===== src/rtl/mem_stage_lsu_pkg.sv =====
// Shared types, funct3 codes and lane helpers for the MEM-stage load/store unit.
// XLEN is taken from the `XLEN macro and defaults to 32 when no build defines it.
`ifndef XLEN
`define XLEN 32
`endif

package mem_stage_lsu_pkg;

  localparam int XLEN   = `XLEN;
  localparam int RDW    = 5;
  localparam int NBYTES = XLEN / 8;

  localparam logic [2:0] LSU_F3_B  = 3'd0;
  localparam logic [2:0] LSU_F3_H  = 3'd1;
  localparam logic [2:0] LSU_F3_W  = 3'd2;
  localparam logic [2:0] LSU_F3_BU = 3'd4;
  localparam logic [2:0] LSU_F3_HU = 3'd5;

  typedef enum logic [1:0] {
    LSU_ST_IDLE = 2'd0,
    LSU_ST_REQ  = 2'd1,
    LSU_ST_WAIT = 2'd2
  } lsu_state_e;

  function automatic logic f3Valid(input logic [2:0] f3);
    return (f3 == LSU_F3_B) || (f3 == LSU_F3_H) || (f3 == LSU_F3_W) ||
           (f3 == LSU_F3_BU) || (f3 == LSU_F3_HU);
  endfunction

  // Only the size bits f3[1:0] matter for lanes, so unsigned codes alias B/H.
  function automatic logic [NBYTES-1:0] storeBe(input logic [2:0] f3, input logic [1:0] addr);
    logic [NBYTES-1:0] be;
    be = '0;
    case (f3[1:0])
      2'd0:    be = 4'b0001 << addr;
      2'd1:    be = addr[1] ? 4'b1100 : 4'b0011;
      default: be = 4'b1111;
    endcase
    return be;
  endfunction

endpackage


===== src/rtl/mem_stage_lsu_load_align.sv =====
// Combinational load aligner: picks the addressed byte/half out of the read word
// and sign- or zero-extends it according to funct3.
module lsu_load_align
  import mem_stage_lsu_pkg::*;
#(
  parameter int XW = XLEN
) (
  input  logic [XW-1:0] rdata_i,
  input  logic [1:0]    addr_i,
  input  logic [2:0]    funct3_i,
  output logic [XW-1:0] result_o
);

  logic [7:0]  byteSel;
  logic [15:0] halfSel;

  always_comb begin
    byteSel  = rdata_i[{addr_i, 3'b000} +: 8];
    halfSel  = rdata_i[{addr_i[1], 4'b0000} +: 16];
    result_o = '0;
    case (funct3_i)
      LSU_F3_B:  result_o = {{(XW-8){byteSel[7]}}, byteSel};
      LSU_F3_BU: result_o = {{(XW-8){1'b0}}, byteSel};
      LSU_F3_H:  result_o = {{(XW-16){halfSel[15]}}, halfSel};
      LSU_F3_HU: result_o = {{(XW-16){1'b0}}, halfSel};
      LSU_F3_W:  result_o = rdata_i;
      default:   result_o = '0;
    endcase
  end

endmodule


===== src/rtl/mem_stage_lsu.sv =====
// MEM pipeline stage: registers ALU results toward WB and runs one req/gnt/rvalid
// data-memory transaction at a time. Define MISALIGN_TRAP_EN to trap misaligned H/W.
module mem_stage_lsu
  import mem_stage_lsu_pkg::*;
#(
  parameter int XW  = XLEN,
  parameter int RW  = RDW
) (
  input  logic             clk,
  input  logic             rst,
  input  logic             ex_valid,
  output logic             ex_ready,
  input  logic [XW-1:0]    ex_aluout,
  input  logic [XW-1:0]    ex_wdata,
  input  logic             ex_mem_read,
  input  logic             ex_mem_write,
  input  logic [2:0]       ex_funct3,
  input  logic [RW-1:0]    ex_rd,
  input  logic             ex_reg_write,
  output logic             dmem_req,
  output logic             dmem_we,
  output logic [XW-1:0]    dmem_addr,
  output logic [XW-1:0]    dmem_wdata,
  output logic [XW/8-1:0]  dmem_be,
  input  logic             dmem_gnt,
  input  logic             dmem_rvalid,
  input  logic [XW-1:0]    dmem_rdata,
  output logic             wb_valid,
  output logic [RW-1:0]    wb_rd,
  output logic             wb_reg_write,
  output logic [XW-1:0]    wb_data,
  output logic             misalign
);

  lsu_state_e          state_q, state_d;
  logic [XW-1:0]       addr_q, addr_d;
  logic [XW-1:0]       sdata_q, sdata_d;
  logic [XW/8-1:0]     be_q, be_d;
  logic [2:0]          f3_q, f3_d;
  logic [RW-1:0]       rd_q, rd_d;
  logic                rw_q, rw_d;
  logic                we_q, we_d;
  logic                wbValid_q, wbValid_d;
  logic [RW-1:0]       wbRd_q, wbRd_d;
  logic                wbRw_q, wbRw_d;
  logic [XW-1:0]       wbData_q, wbData_d;
  logic                mis_q, mis_d;

  logic                accept, isMem, f3Ok, misAcc, launch;
  logic [XW-1:0]       loadData;

  assign ex_ready = (state_q == LSU_ST_IDLE) & ~rst;
  assign accept   = ex_valid & ex_ready;
  assign isMem    = ex_mem_read | ex_mem_write;
  assign f3Ok     = f3Valid(ex_funct3);

`ifdef MISALIGN_TRAP_EN
  assign misAcc = isMem & f3Ok &
                  (((ex_funct3[1:0] == 2'd1) & ex_aluout[0]) |
                   ((ex_funct3[1:0] == 2'd2) & (ex_aluout[1:0] != 2'b00)));
`else
  assign misAcc = 1'b0;
`endif

  assign launch = accept & isMem & f3Ok & ~misAcc;

  lsu_load_align #(.XW(XW)) u_align (
    .rdata_i  (dmem_rdata),
    .addr_i   (addr_q[1:0]),
    .funct3_i (f3_q),
    .result_o (loadData)
  );

  always_ff @(posedge clk) begin
    if (rst) state_q <= LSU_ST_IDLE;
    else     state_q <= state_d;
  end

  always_comb begin
    state_d = state_q;
    case (state_q)
      LSU_ST_IDLE: if (launch) state_d = LSU_ST_REQ;
      LSU_ST_REQ:  if (dmem_gnt) state_d = we_q ? LSU_ST_IDLE : LSU_ST_WAIT;
      LSU_ST_WAIT: if (dmem_rvalid) state_d = LSU_ST_IDLE;
      default:     state_d = LSU_ST_IDLE;
    endcase
  end

  // The WB strobe defaults low each cycle so every result is a single-cycle pulse.
  always_comb begin
    addr_d    = addr_q;
    sdata_d   = sdata_q;
    be_d      = be_q;
    f3_d      = f3_q;
    rd_d      = rd_q;
    rw_d      = rw_q;
    we_d      = we_q;
    wbValid_d = 1'b0;
    wbRd_d    = wbRd_q;
    wbRw_d    = wbRw_q;
    wbData_d  = wbData_q;
    mis_d     = 1'b0;
    case (state_q)
      LSU_ST_IDLE: begin
        if (accept && !isMem) begin
          wbValid_d = 1'b1;
          wbData_d  = ex_aluout;
          wbRd_d    = ex_rd;
          wbRw_d    = ex_reg_write;
        end else if (accept && (!f3Ok || misAcc)) begin
          wbValid_d = 1'b1;
          wbData_d  = misAcc ? ex_aluout : '0;
          wbRd_d    = ex_rd;
          wbRw_d    = 1'b0;
          mis_d     = misAcc;
        end else if (launch) begin
          addr_d = ex_aluout;
          be_d   = storeBe(ex_funct3, ex_aluout[1:0]);
          f3_d   = ex_funct3;
          rd_d   = ex_rd;
          rw_d   = ex_reg_write;
          we_d   = ex_mem_write;
          case (ex_funct3[1:0])
            2'd0:    sdata_d = {(XW/8){ex_wdata[7:0]}};
            2'd1:    sdata_d = {(XW/16){ex_wdata[15:0]}};
            default: sdata_d = ex_wdata;
          endcase
        end
      end
      LSU_ST_REQ: begin
        if (dmem_gnt && we_q) begin
          wbValid_d = 1'b1;
          wbData_d  = '0;
          wbRd_d    = rd_q;
          wbRw_d    = 1'b0;
        end
      end
      LSU_ST_WAIT: begin
        if (dmem_rvalid) begin
          wbValid_d = 1'b1;
          wbData_d  = loadData;
          wbRd_d    = rd_q;
          wbRw_d    = rw_q;
        end
      end
      default: ;
    endcase
  end

  always_ff @(posedge clk) begin
    if (rst) begin
      addr_q    <= '0;
      sdata_q   <= '0;
      be_q      <= '0;
      f3_q      <= '0;
      rd_q      <= '0;
      rw_q      <= 1'b0;
      we_q      <= 1'b0;
      wbValid_q <= 1'b0;
      wbRd_q    <= '0;
      wbRw_q    <= 1'b0;
      wbData_q  <= '0;
      mis_q     <= 1'b0;
    end else begin
      addr_q    <= addr_d;
      sdata_q   <= sdata_d;
      be_q      <= be_d;
      f3_q      <= f3_d;
      rd_q      <= rd_d;
      rw_q      <= rw_d;
      we_q      <= we_d;
      wbValid_q <= wbValid_d;
      wbRd_q    <= wbRd_d;
      wbRw_q    <= wbRw_d;
      wbData_q  <= wbData_d;
      mis_q     <= mis_d;
    end
  end

  assign dmem_req     = (state_q == LSU_ST_REQ);
  assign dmem_we      = dmem_req & we_q;
  assign dmem_addr    = {addr_q[XW-1:2], 2'b00};
  assign dmem_wdata   = sdata_q;
  assign dmem_be      = dmem_req ? be_q : '0;
  assign wb_valid     = wbValid_q;
  assign wb_rd        = wbRd_q;
  assign wb_reg_write = wbRw_q;
  assign wb_data      = wbData_q;

`ifdef MISALIGN_TRAP_EN
  assign misalign = mis_q;
`else
  assign misalign = 1'b0;
  logic unusedMis;
  assign unusedMis = mis_q;
`endif

endmodule

===== config.mk =====
export PLATFORM = sky130hd
export DESIGN_NAME = mem_stage_lsu
export DESIGN_NICKNAME = d
export VERILOG_FILES = /design/src/rtl/mem_stage_lsu_pkg.sv /design/src/rtl/mem_stage_lsu_load_align.sv /design/src/rtl/mem_stage_lsu.sv
export SDC_FILE = /design/constraint.sdc
export NUM_CORES = 1
export LEC_CHECK = 0
export ABC_AREA = 0
export BUFFER_PORTS_ARGS = -buffer_cell sky130_fd_sc_hd__buf_2
export CAP_MARGIN = 20
export CORE_MARGIN = 1.5
export CORE_UTILIZATION = 40
export DETAILED_ROUTE_END_ITERATION = 7
export PLACE_DENSITY = 0.69
export REMOVE_ABC_BUFFERS = 1
export SYNTH_ARGS = -nofsm -noshare
export SYNTH_HDL_FRONTEND = slang
export SYNTH_HIERARCHICAL = 1
export SYNTH_SLANG_ARGS = --single-unit
export TNS_END_PERCENT = 5

===== constraint.sdc =====
create_clock -name clk -period 2.1 [get_ports clk]
set_clock_uncertainty 0.1 [all_clocks]
set_input_delay 0.21 -clock clk [delete_from_list [all_inputs] [get_ports clk]]
set_output_delay 0.21 -clock clk [all_outputs]
set_load 0.01 [all_outputs]

==> impl_table.tex <==
\begin{tabular}{lr}
\hline
Metric & Value \\
\hline
\multicolumn{2}{l}{\textbf{Global routing}} \\
\quad Overflow left after global routing & 0 \\
\quad Global-route wire length before repair & 31280 µm \\
\quad Antenna violations before repair & 2 \\
\quad Maximum number of pins on one net before global-route repair & around 70 \\
\quad Vias in the first global route & just under 6000 \\
\quad GRT Resource Usage Total & 24.28\% \\
\multicolumn{2}{l}{\textbf{Setup path}} \\
\quad Worst r2r src & state\_q[1] \\
\quad Worst setup slack for register-to-register paths & 0.11 ns \\
\quad CP Max Fanout & 13 \\
\quad Type of the worst setup path & reg2reg \\
\quad Worst EP required & 2.33 ns \\
\quad Crit. End Element & register \\
\quad CP max stage cell & sky130\_fd\_sc\_hd\_\_dfxtp\_1 \\
\quad Worst r2r path cells & 8 \\
\quad Crit path largest cell delay & around 0.39 ns \\
\quad CP startpoint kind & register \\
\quad WP data arrival & 2.23 ns \\
\quad FF-to-FF End & wb\_data[4] \\
\quad Chain of cells forming the critical path & inv\_2 -> ha\_4 -> a21boi\_0 -> a2111oi\_4 -> buf\_4 -> buf\_12 -> a21oi\_1 -> a211oi\_1 \\
\multicolumn{2}{l}{\textbf{Synth}} \\
\quad Synthesized instance count & between 700 and 800 \\
\quad Sequential share of the synthesized area & 38.40\% \\
\quad Flip-flop cell with the highest count after synthesis & sky130\_fd\_sc\_hd\_\_dfxtp\_1 \\
\quad Share of the synthesized area in the top cell type & 38.40\% \\
\quad Cells taking the most area after synthesis & sky130\_fd\_sc\_hd\_\_dfxtp\_1 (38\%), sky130\_fd\_sc\_hd\_\_nand2\_1 (8.1\%), sky130\_fd\_sc\_hd\_\_a21oi\_1 (7.8\%), sky130\_fd\_sc\_hd\_\_buf\_4 (5.1\%), sky130\_fd\_sc\_hd\_\_mux2i\_1 (4.5\%) \\
\quad Count of yosys warnings during synthesis & 6 \\
\quad Area of the mapped netlist & around 0.0062 mm² \\
\quad Unique cell type count in the Yosys netlist & 46 \\
\quad Post-synth EDFFs & 0 \\
\quad Syn avg cell area & between 8 and 9 µm² \\
\quad Register bit count reported by yosys & roughly 120 \\
\quad Asr flop ratio synth & 0\% \\
\quad Dominant cell type by area after synthesis & sky130\_fd\_sc\_hd\_\_dfxtp\_1 \\
\multicolumn{2}{l}{\textbf{Detailed routing}} \\
\quad Vias per cell & between 5 and 6 \\
\quad First-pass DRT Iterations & 5 \\
\quad WL/cell & approximately 18 µm \\
\quad First DRT Iteration DRCs & between 600 and 700 \\
\quad Number of DRC violations after detailed routing & 0 \\
\quad Number of nets still failing antenna checks after routing & 0 \\
\quad Wire length reported by the detailed router & between 20000 and 25000 µm \\
\quad Total number of vias & about 6400 \\
\multicolumn{2}{l}{\textbf{Worst hold path}} \\
\quad Startpoint of the worst hold path & ex\_wdata[31] \\
\quad Hold depth & 3 \\
\quad Hold/Removal Path Class & in2reg \\
\quad Hold EP & dmem\_wdata[31] \\
\multicolumn{2}{l}{\textbf{Floorplan}} \\
\quad Placeable Area & 0.01515 mm² \\
\quad DIE AREA & 0.01627 mm² \\
\quad Die height & $\sim$130 µm \\
\quad Overall die width & about 130 µm \\
\quad Row Count & 45 \\
\quad IO Pins & between 200 and 250 \\
\quad Initial core utilization & around two fifths \\
\multicolumn{2}{l}{\textbf{CTS}} \\
\quad Largest buffer count on any clock path & 2 \\
\quad Insertion delay of the later-clocked pin in the worst-skew pair & 0.42 ns \\
\quad Number of clock sinks & about 120 \\
\quad H-tree depth & 4 \\
\quad Number of buffers created by CTS & 17 \\
\quad Clock tree from TritonCTS & yes \\
\quad Clock transition at the register clock pins on the worst setup and hold paths after CTS & roughly 0.06 ns \\
\quad Buffer type at the clock tree root & sky130\_fd\_sc\_hd\_\_clkbuf\_16 \\
\multicolumn{2}{l}{\textbf{Power}} \\
\quad Cell area power density & 890.5 mW/mm² \\
\quad Leak & $\sim$3.6 nW \\
\quad Max rail drop VDD & $\sim$0.00058 V \\
\multicolumn{2}{l}{\textbf{Final layout}} \\
\quad Area occupied by multi-input gates & $\sim$0.0032 mm² \\
\quad Storage cell area & 0.002384 mm² \\
\quad Ratio of cells with drive above 1 in the final layout & 34.14\% \\
\quad Post-layout nets & 1094 \\
\quad Area delta synth->final & 40.90\% \\
\quad Fill cell instance count of the final layout & around 1300 \\
\quad End-of-flow core utilization & between 50 and 60\% \\
\quad Number of standard cells in the layout, taps in and fillers out & between 1000 and 1500 \\
\multicolumn{2}{l}{\textbf{Timing}} \\
\quad Time the worst path needs with I/O delays and setup & roughly 2.0 ns \\
\quad Count of final setup violators & 0 \\
\quad Final period util & 95.00\% \\
\quad Fmax & 501.3 MHz \\
\quad Final hold vios & 0 \\
\quad Final Max Slew Viols & 0 \\
\quad Tightest Pin Transition & 0.7914 ns \\
\quad Worst max-slew margin expressed relative to the limit & 47.24\% \\
\multicolumn{2}{l}{\textbf{Place}} \\
\quad Cell total after placement & about 1100 \\
\quad Half-perimeter wire length after detailed placement & between 10000 and 15000 µm \\
\quad PortBufs & $\sim$220 \\
\quad Final weighted congestion in routability-driven placement & just over 0.8 \\
\multicolumn{2}{l}{\textbf{Run}} \\
\quad Max-Cap Viols & 0 \\
\multicolumn{2}{l}{\textbf{Status}} \\
\quad Result of the run & complete, no violations \\
\hline
\end{tabular}
==> worst max-delay path by stage <==
| stage | startpoint | slack, ns | to | cells after the start |
|---|---|---|---|---|
| floorplan | state_q[1] | -1.43 | wb_data[0] | 6 |
| global placement | state_q[1] | 0.07 | dmem_wdata[8] | 7 |
| detailed placement | state_q[0] | -0.02 | wb_reg_write | 7 |
| CTS | state_q[0] | -0.007 | wb_data[11] | 7 |
| global route | state_q[1] | -0.007 | wb_data[14] | 8 |
| finish | state_q[1] | 0.11 | wb_data[4] | 8 |
==> kinds of logic after synthesis <==
group,Yosys count,synth area share (%)
AO/OA/AOI/OAI,254,29.27
adder cells (fa/ha/maj),5,1.008
buffers and inverters,112,10.89
multiplexers,31,5.063
flip-flops,119,38.40
other,1,0.06045
AND/OR/NAND/NOR,214,15.31
==> stage by stage <==
step / cell area (µm²) / hold WS [ns] / total power (W) / TNS (ns) / setup WS [ns]
floorplan: 5562 / 0.1746 / 0.003695 / -132.83 / -1.431
global placement: 7307 / 0.3385 / 0.004534 / 0 / 0.07373
detailed placement: 7307 / 0.3435 / 0.004564 / -0.06051 / -0.02235
CTS: 8537 / 0.006122 / 0.007632 / -0.01339 / -0.007189
global route: 8736 / 0.02730 / 0.008115 / -0.01189 / -0.006579
finish: 8741 / 0.01048 / 0.007784 / 0 / 0.1050
==> timing repair <==
action,CTS,global route
hold buffers,63,0
cloned,0,4
gates resized for setup,1,17
pin swaps,0,10
setup buffers,0,2
endpoints found under the hold margin,63,0
endpoints found under the setup margin,5,53
==> synthesized netlist by cell type (5+ instances only) <==
library cell	n
sky130_fd_sc_hd__nand2_1	134
sky130_fd_sc_hd__dfxtp_1	119
sky130_fd_sc_hd__a21oi_1	97
sky130_fd_sc_hd__buf_4	42
sky130_fd_sc_hd__a22oi_1	33
sky130_fd_sc_hd__nor2_1	31
sky130_fd_sc_hd__clkbuf_1	30
sky130_fd_sc_hd__a211oi_1	28
sky130_fd_sc_hd__mux2i_1	28
sky130_fd_sc_hd__o211ai_1	24
sky130_fd_sc_hd__a211oi_2	20
sky130_fd_sc_hd__buf_2	18
sky130_fd_sc_hd__nand3_1	18
sky130_fd_sc_hd__o21ai_0	16
sky130_fd_sc_hd__a311oi_1	10
sky130_fd_sc_hd__buf_6	10
sky130_fd_sc_hd__o221ai_1	8
sky130_fd_sc_hd__a221o_1	7
sky130_fd_sc_hd__and2_1	7
sky130_fd_sc_hd__inv_1	6
sky130_fd_sc_hd__buf_1	5
sky130_fd_sc_hd__ha_1	5
==> worst max-delay path, delay by kind of cell (launching register included) <==
kind | cells | cell delay, ns
buffers and inverters | 3 | 0.45
DFF | 1 | 0.39
adders and majority gates | 1 | 0.17
AOI/OAI and AO/OA | 4 | 0.80
==> layout by cell type, fill, tap and decap left out, types with 24 or more instances in the layout <==
cell,count
sky130_fd_sc_hd__buf_2,218
sky130_fd_sc_hd__nand2_1,134
sky130_fd_sc_hd__dfxtp_1,118
sky130_fd_sc_hd__a21oi_1,97
sky130_fd_sc_hd__dlygate4sd3_1,63
sky130_fd_sc_hd__a22oi_1,33
sky130_fd_sc_hd__nor2_1,31
sky130_fd_sc_hd__mux2i_1,28
sky130_fd_sc_hd__a211oi_1,27
sky130_fd_sc_hd__buf_4,27
sky130_fd_sc_hd__o211ai_1,24
==> layout make-up <==
cell class	instances	share of cell area [%]
sequential	119	27.27
timing repair buffer	325	26.14
clock buffer	19	5.067
inverter	7	0.3006
tap	188	2.691
antenna	2	0.05726
multi-input combinational	507	36.72
clock inverter	13	1.761
==> where the power goes <==
| part | leakage [nW] | internal (W) | switching [W] |
|---|---|---|---|
| clock | 0.297 | 0.00189 | 0.00109 |
| combinational | 2.34 | 0.000993 | 0.00116 |
| sequential | 0.970 | 0.00251 | 0.000141 |
==> sequential cells by signal, indices dropped and copies added, names as in the netlist <==
name          count
wb_rd             5
be_q              4
we_q              1
wb_valid          1
dmem_wdata       32
rw_q              1
wb_data          32
f3_q              3
rd_q              5
wb_reg_write      1
addr_q           32
state_q           2
==> layer usage <==
layer  global-route usage [%]  routed length (µm)  vias up
li1                         -                   -     3094
met1                    31.13                8830     3016
met2                    37.65                9759      271
met3                    7.035                1499       53
met4                    11.43                 711        0
met5                        0                   0        -
No activity file was read; power rests on OpenSTA's default activity.
